[src/rtl/kitchen_timer_ctrl.sv]
`default_nettype none
// ============================================================================
//  Module      : kitchen_timer_ctrl
//  Description : Sequencing controller for the kitchen timer. Holds the mm:ss
//                setting as four BCD digits and runs the IDLE / RUN / PAUSE /
//                ALARM state machine, driven by a 1 Hz tick and one-cycle
//                button pulses.
//
//  Ports       : clk        system clock
//                rst        synchronous reset, active-high
//                tick       1 Hz one-cycle pulse from the timebase divider
//                btn_min    increment minutes (IDLE only)
//                btn_sec    increment seconds (IDLE only)
//                btn_start  start / pause toggle, acknowledges the alarm
//                btn_clear  zero the time and return to IDLE
//                min_t/min_o/sec_t/sec_o   BCD display digits
//                running    high in RUN
//                alarm      high in ALARM
//                state      IDLE=0, RUN=1, PAUSE=2, ALARM=3
//
//  Revision    : 1.0  initial release
// ============================================================================
module kitchen_timer_ctrl #(
    parameter int ALARM_SECS = 10
) (
    input  logic       clk,
    input  logic       rst,
    input  logic       tick,
    input  logic       btn_min,
    input  logic       btn_sec,
    input  logic       btn_start,
    input  logic       btn_clear,
    output logic [3:0] min_t,
    output logic [3:0] min_o,
    output logic [3:0] sec_t,
    output logic [3:0] sec_o,
    output logic       running,
    output logic       alarm,
    output logic [1:0] state
);

    localparam logic [1:0] c_IDLE  = 2'd0;
    localparam logic [1:0] c_RUN   = 2'd1;
    localparam logic [1:0] c_PAUSE = 2'd2;
    localparam logic [1:0] c_ALARM = 2'd3;

    localparam logic [7:0] c_ALARM_LIM = 8'(ALARM_SECS);

    // ------------------------------------------------------------------------
    // Registers
    // ------------------------------------------------------------------------
    logic [3:0] r_min_t, r_min_o, r_sec_t, r_sec_o;
    logic [1:0] r_state;
    logic [7:0] r_alarm_cnt;
    logic       r_running;
    logic       r_alarm;

    // ------------------------------------------------------------------------
    // Digit arithmetic helpers
    // ------------------------------------------------------------------------
    logic [3:0] w_min_inc_t, w_min_inc_o;
    logic [3:0] w_sec_inc_t, w_sec_inc_o;
    logic [3:0] w_dec_min_t, w_dec_min_o, w_dec_sec_t, w_dec_sec_o;
    logic       w_time_zero;
    logic       w_dec_zero;
    logic [7:0] w_cnt_inc;

    assign w_time_zero = (r_min_t == 4'd0) && (r_min_o == 4'd0) &&
                         (r_sec_t == 4'd0) && (r_sec_o == 4'd0);

    // Minutes count 00..99 and wrap.
    always_comb begin
        w_min_inc_t = r_min_t;
        w_min_inc_o = r_min_o + 4'd1;
        if (r_min_o == 4'd9) begin
            w_min_inc_o = 4'd0;
            w_min_inc_t = (r_min_t == 4'd9) ? 4'd0 : r_min_t + 4'd1;
        end
    end

    // Seconds count 00..59 and wrap without touching the minutes.
    always_comb begin
        w_sec_inc_t = r_sec_t;
        w_sec_inc_o = r_sec_o + 4'd1;
        if (r_sec_o == 4'd9) begin
            w_sec_inc_o = 4'd0;
            w_sec_inc_t = (r_sec_t == 4'd5) ? 4'd0 : r_sec_t + 4'd1;
        end
    end

    // One-second decrement with borrow chain. Only used while RUN, where the
    // time is never 00:00, so the minutes never underflow.
    always_comb begin
        w_dec_min_t = r_min_t;
        w_dec_min_o = r_min_o;
        w_dec_sec_t = r_sec_t;
        w_dec_sec_o = r_sec_o - 4'd1;
        if (r_sec_o == 4'd0) begin
            w_dec_sec_o = 4'd9;
            if (r_sec_t != 4'd0) begin
                w_dec_sec_t = r_sec_t - 4'd1;
            end else begin
                w_dec_sec_t = 4'd5;
                if (r_min_o != 4'd0) begin
                    w_dec_min_o = r_min_o - 4'd1;
                end else begin
                    w_dec_min_o = 4'd9;
                    w_dec_min_t = r_min_t - 4'd1;
                end
            end
        end
    end

    assign w_dec_zero = (w_dec_min_t == 4'd0) && (w_dec_min_o == 4'd0) &&
                        (w_dec_sec_t == 4'd0) && (w_dec_sec_o == 4'd0);

    assign w_cnt_inc = r_alarm_cnt + 8'd1;

    // ------------------------------------------------------------------------
    // Next-state logic. Event priority: clear > start > tick > min/sec; a
    // lower-priority pulse in the same cycle is simply dropped.
    // ------------------------------------------------------------------------
    logic [3:0] w_nxt_min_t, w_nxt_min_o, w_nxt_sec_t, w_nxt_sec_o;
    logic [1:0] w_nxt_state;
    logic [7:0] w_nxt_cnt;

    always_comb begin
        w_nxt_min_t = r_min_t;
        w_nxt_min_o = r_min_o;
        w_nxt_sec_t = r_sec_t;
        w_nxt_sec_o = r_sec_o;
        w_nxt_state = r_state;
        w_nxt_cnt   = r_alarm_cnt;

        if (btn_clear) begin
            w_nxt_min_t = 4'd0;
            w_nxt_min_o = 4'd0;
            w_nxt_sec_t = 4'd0;
            w_nxt_sec_o = 4'd0;
            w_nxt_state = c_IDLE;
            w_nxt_cnt   = 8'd0;
        end else begin
            case (r_state)
                c_IDLE: begin
                    if (btn_start) begin
                        if (!w_time_zero) begin
                            w_nxt_state = c_RUN;
                        end
                    end else if (!tick) begin
                        if (btn_min) begin
                            w_nxt_min_t = w_min_inc_t;
                            w_nxt_min_o = w_min_inc_o;
                        end
                        if (btn_sec) begin
                            w_nxt_sec_t = w_sec_inc_t;
                            w_nxt_sec_o = w_sec_inc_o;
                        end
                    end
                end
                c_RUN: begin
                    if (btn_start) begin
                        w_nxt_state = c_PAUSE;
                    end else if (tick) begin
                        w_nxt_min_t = w_dec_min_t;
                        w_nxt_min_o = w_dec_min_o;
                        w_nxt_sec_t = w_dec_sec_t;
                        w_nxt_sec_o = w_dec_sec_o;
                        if (w_dec_zero) begin
                            w_nxt_state = c_ALARM;
                            w_nxt_cnt   = 8'd0;
                        end
                    end
                end
                c_PAUSE: begin
                    if (btn_start) begin
                        w_nxt_state = c_RUN;
                    end
                end
                default: begin  // c_ALARM
                    if (btn_start) begin
                        w_nxt_state = c_IDLE;
                        w_nxt_cnt   = 8'd0;
                    end else if (tick) begin
                        if (w_cnt_inc == c_ALARM_LIM) begin
                            w_nxt_state = c_IDLE;
                            w_nxt_cnt   = 8'd0;
                        end else begin
                            w_nxt_cnt = w_cnt_inc;
                        end
                    end
                end
            endcase
        end
    end

    // ------------------------------------------------------------------------
    // State and output registers. running/alarm are decoded from the next
    // state so they change on the same edge as the state itself.
    // ------------------------------------------------------------------------
    always_ff @(posedge clk) begin
        if (rst) begin
            r_min_t     <= 4'd0;
            r_min_o     <= 4'd0;
            r_sec_t     <= 4'd0;
            r_sec_o     <= 4'd0;
            r_state     <= c_IDLE;
            r_alarm_cnt <= 8'd0;
            r_running   <= 1'b0;
            r_alarm     <= 1'b0;
        end else begin
            r_min_t     <= w_nxt_min_t;
            r_min_o     <= w_nxt_min_o;
            r_sec_t     <= w_nxt_sec_t;
            r_sec_o     <= w_nxt_sec_o;
            r_state     <= w_nxt_state;
            r_alarm_cnt <= w_nxt_cnt;
            r_running   <= (w_nxt_state == c_RUN);
            r_alarm     <= (w_nxt_state == c_ALARM);
        end
    end

    assign min_t   = r_min_t;
    assign min_o   = r_min_o;
    assign sec_t   = r_sec_t;
    assign sec_o   = r_sec_o;
    assign state   = r_state;
    assign running = r_running;
    assign alarm   = r_alarm;

endmodule
`default_nettype wire

[config.mk]
export PLATFORM = sky130hd
export DESIGN_NAME = kitchen_timer_ctrl
export DESIGN_NICKNAME = d
export VERILOG_FILES = /design/src/rtl/kitchen_timer_ctrl.sv
export SDC_FILE = /design/constraint.sdc
export NUM_CORES = 1
export LEC_CHECK = 0
export ABC_AREA = 1
export CAP_MARGIN = 5
export CELL_PAD_IN_SITES_DETAIL_PLACEMENT = 1
export CELL_PAD_IN_SITES_GLOBAL_PLACEMENT = 1
export CORE_MARGIN = 3
export CORE_UTILIZATION = 43
export CTS_BUF_LIST = sky130_fd_sc_hd__clkbuf_8
export CTS_CLUSTER_SIZE = 20
export DETAILED_ROUTE_END_ITERATION = 16
export PLACE_DENSITY_LB_ADDON = 0.15
export SLEW_MARGIN = 20
export SYNTH_ARGS = -nofsm -noshare
export SYNTH_HDL_FRONTEND = slang
export SYNTH_SLANG_ARGS = --single-unit
[constraint.sdc]
create_clock -name clk -period 3.6 [get_ports clk]
set_input_delay 0.36 -clock clk [delete_from_list [all_inputs] [get_ports clk]]
set_output_delay 0.36 -clock clk [all_outputs]
set_load 0.03 [all_outputs]
==> metrics.log <==
INFO  metric status = finished, final reports clean
INFO  metric hold_buffers = 0
INFO  metric fin_crit = roughly 2100 ps
INFO  metric cp.arrival = 2330 ps
INFO  metric multiInputGateArea = around 1400 sq um
INFO  metric synth_fp_nets = 350
INFO  metric cts_root_buffer = sky130_fd_sc_hd__clkbuf_8
INFO  metric rsz0062_at_grt = no
INFO  metric antenna-diode-count = 0
INFO  metric timing.reg2reg.setup_slack = around 1500 ps
INFO  metric synth_top_cell_area_share = 0.264
INFO  metric post_cts_resized = 0
INFO  metric worst_skew_pair.late_latency = between 200 and 300 ps
INFO  metric cts.path.max_buffers = 2
INFO  metric globalRouteTotalUtil = 0.216
INFO  metric timing.final.crit_share = 0.597
INFO  metric numClockSinks = 28
INFO  metric die_wd = roughly 76 um
INFO  metric std_cell_rows = 24
INFO  metric worstHoldPathCells = 2
INFO  metric worst_r2r_endpoint = r_alarm_cnt[7]
INFO  metric whs_endpoint = r_alarm_cnt[1]
INFO  metric worst_r2r_path_depth = 14
INFO  metric dp_hpwl = approximately 4700 um
INFO  metric edff_count_synth = 0
INFO  metric layout.nets = approximately 380
INFO  metric antenna_violating_nets_post_route = 0
INFO  metric rr_startpoint = sec_t[3]
INFO  metric yosys_most_used_dff = sky130_fd_sc_hd__dfxtp_1
INFO  metric max_clock_freq = 0.466 GHz
INFO  metric areaGrowthSynthToFinish = 17.6%
INFO  metric post_drt_via_cell_ratio = ~5.5
INFO  metric whs = about 540 ps
INFO  metric cts_tree = yes
INFO  metric grt_max_degree = 18
INFO  metric slew_headroom = 0.590
INFO  metric grt_busiest_layer = met2
INFO  metric netlist-cell-type-count = 32
INFO  metric yosysSeqAreaShare = 0.264
INFO  metric crit_fanout = 11
INFO  metric report.final.setup_viol = 0
INFO  metric cts.clk_slew.worst_paths = 100 ps
INFO  metric tightestPinTransition = 611 ps
INFO  metric place.port_buffers = 26
INFO  metric cp-startpoint = sec_t[3]
INFO  metric initial_utilization = 0.466
INFO  metric power_density = ~270 nW/um^2
INFO  metric dr.pass1.iters = 4
INFO  metric finClkSkew = between 3 and 4 ps
INFO  metric report.final.slew_viol_count = 0
INFO  metric groute.layer.met3.usage = 0.0366
INFO  metric timing.critical_path.required = about 3800 ps
INFO  metric finish.utilization = 0.548
INFO  metric overflow = 0
INFO  metric grt_pass1_wl = about 11,000 um
INFO  metric netlist_top_cells_area = sky130_fd_sc_hd__dfxtp_1 (26%), sky130_fd_sc_hd__nand2_1 (12%), sky130_fd_sc_hd__inv_1 (7.9%)
INFO  metric peakVddDrop = 0.202 mV
INFO  metric cts_htree_levels = 1
INFO  metric first_global_vias = 2,301
INFO  metric post_synth_inst_count = ~340
INFO  metric synth.cell_area = roughly 2100 sq um
INFO  metric worst-setup-path-type = reg -> reg
INFO  metric wl_per_cell = roughly 14 um
INFO  metric drive_above_1_share = 0.0693
INFO  metric num-fill-cells = ~650
INFO  metric synth.ff_latch_count = 28
INFO  metric gp_congestion = between 0.8 and 0.9
INFO  metric type_of_the_most_critical_hold_path = reg -> reg
INFO  metric crit_path_end_kind = flip-flop
INFO  metric power_leakage = 1.04 nW
INFO  metric final-seq-area = ~560 sq um
INFO  metric die-area = ~5800 sq um
INFO  metric drt_drc_violations_left = 0
INFO  metric synth-async-reset-ratio = 0
INFO  metric synth.largest_area_cell = sky130_fd_sc_hd__dfxtp_1
INFO  metric setup.worst_path.start_class = flip-flop
INFO  metric syn_avg_cell_area = 6.33 sq um
INFO  metric synth.yosys.warnings = 0
INFO  metric globalRouteMet2Util = 0.369
INFO  metric globalRouteMet1Util = 0.284
INFO  metric wl = between 6000 and 7000 um
INFO  metric first_iter_violations = 120
INFO  metric design.core.area = 4560 sq um
INFO  metric grt_antenna_before_repair = 0
INFO  metric max_cap_viols = 0
INFO  metric cts-buffers-inserted = 3
INFO  metric top_level_ports = 27
INFO  metric hold_viol = 0
INFO  metric totalNegativeSetupSlack = 0 ps
INFO  metric postCtsSetupRepairBufs = 0
INFO  metric hold_path.startpoint = r_alarm_cnt[1]
INFO  metric fp.dieH = between 70 and 80 um
INFO  metric num_vias = between 2,000 and 2,500
placed cells by master (no fill, tap or decap), drive strengths merged, types with 2 or more instances in the layout:
cell	netlist	layout
a21oi	26	26
a221oi	7	7
a31oi	6	6
buf	4	2
clkbuf	3	4
clkdlybuf4s50	0	26
clkinv	2	2
dfxtp	28	28
ha	7	7
inv	45	45
nand2	77	77
nand3	32	32
nand3b	4	4
nand4	5	5
nor2	45	45
nor3	6	6
o211ai	2	2
o21ai	23	23
or2	2	2
xor2	7	7
layout make-up:
class | instances | area share
timing repair buffer | 28 | 0.110
clock buffer | 4 | 0.0220
multi-input combinational | 254 | 0.540
tap | 65 | 0.0325
inverter | 47 | 0.0711
sequential | 28 | 0.224
sequential cells by signal, indices dropped and copies added (netlist names):
register	flops
r_alarm_cnt	8
min_o	4
running	1
alarm	1
sec_t	4
min_t	4
state	2
sec_o	4
power by group:
group | leakage [nW] | internal (W) | switching, W
clock | 0.0288 | 0.0000983 | 0.000109
combinational | 0.789 | 0.0000475 | 0.0000929
sequential | 0.226 | 0.000314 | 0.00000770
total | 1.04 | 0.000460 | 0.000210
synth_stat cells (all sizes together) (5+ instances only):
library cell  number
xor2               7
a21oi             26
inv               45
a31oi              6
dfxtp             28
a221oi             7
o21ai             23
nor3               6
nor2              45
ha                 7
nand2             77
nand3             32
nand4              5
critical path: stages (launching register included):
cell and delay [ps]:
sky130_fd_sc_hd__dfxtp_1 390, sky130_fd_sc_hd__nor2_1 220, sky130_fd_sc_hd__nand2_2 130, sky130_fd_sc_hd__nor2_8 180, sky130_fd_sc_hd__nand2_4 90, sky130_fd_sc_hd__clkinv_2 90
sky130_fd_sc_hd__nand2_2 50, sky130_fd_sc_hd__nand2_1 50, sky130_fd_sc_hd__nand2_1 60, sky130_fd_sc_hd__nor2_2 140, sky130_fd_sc_hd__nand3_1 100, sky130_fd_sc_hd__nand2_2 200
sky130_fd_sc_hd__nand2_2 130, sky130_fd_sc_hd__nor2_1 150, sky130_fd_sc_hd__nor2_1 60
kinds of logic (layout without fill, tap and decap cells):
logic type / count (synthesis) / count (layout) / share of synthesized area
AOI/OAI and AO/OA: 66 / 66 / 0.177
xor gates and xnor gates: 8 / 8 / 0.0330
adders and majority gates: 7 / 7 / 0.0412
buffers and inverters: 54 / 79 / 0.101
DFF: 28 / 28 / 0.264
and+or+nand+nor: 173 / 173 / 0.384
worst max path at each step:
stage | end | cells after the start
after global routing | r_alarm_cnt[6] | 13
after floorplan | r_alarm_cnt[3] | 12
final | r_alarm_cnt[7] | 14
after global placement | min_t[0] | 8
after detailed placement | min_t[2] | 7
after CTS | r_alarm_cnt[7] | 14
stage by stage:
step	cells	cell area, sq um	setup WS, ps	power, W
2_1_floorplan	336	2130	1750	0.000427
3_3_place_gp	422	2440	1500	0.000464
5_1_grt	426	2500	1230	0.000701
6_report	426	2500	1450	0.000670
3_5_place_dp	422	2440	1420	0.000468
4_1_cts	426	2500	1470	0.000673
routing by layer:
layer	wire length, um	share of wire	vias up
met5	0	0	-
met2	3010	0.49	61
li1	-	-	1162
met3	198	0.032	9
met4	50	0.0081	0
met1	2900	0.47	1110
(Power assumes the default switching activity.)
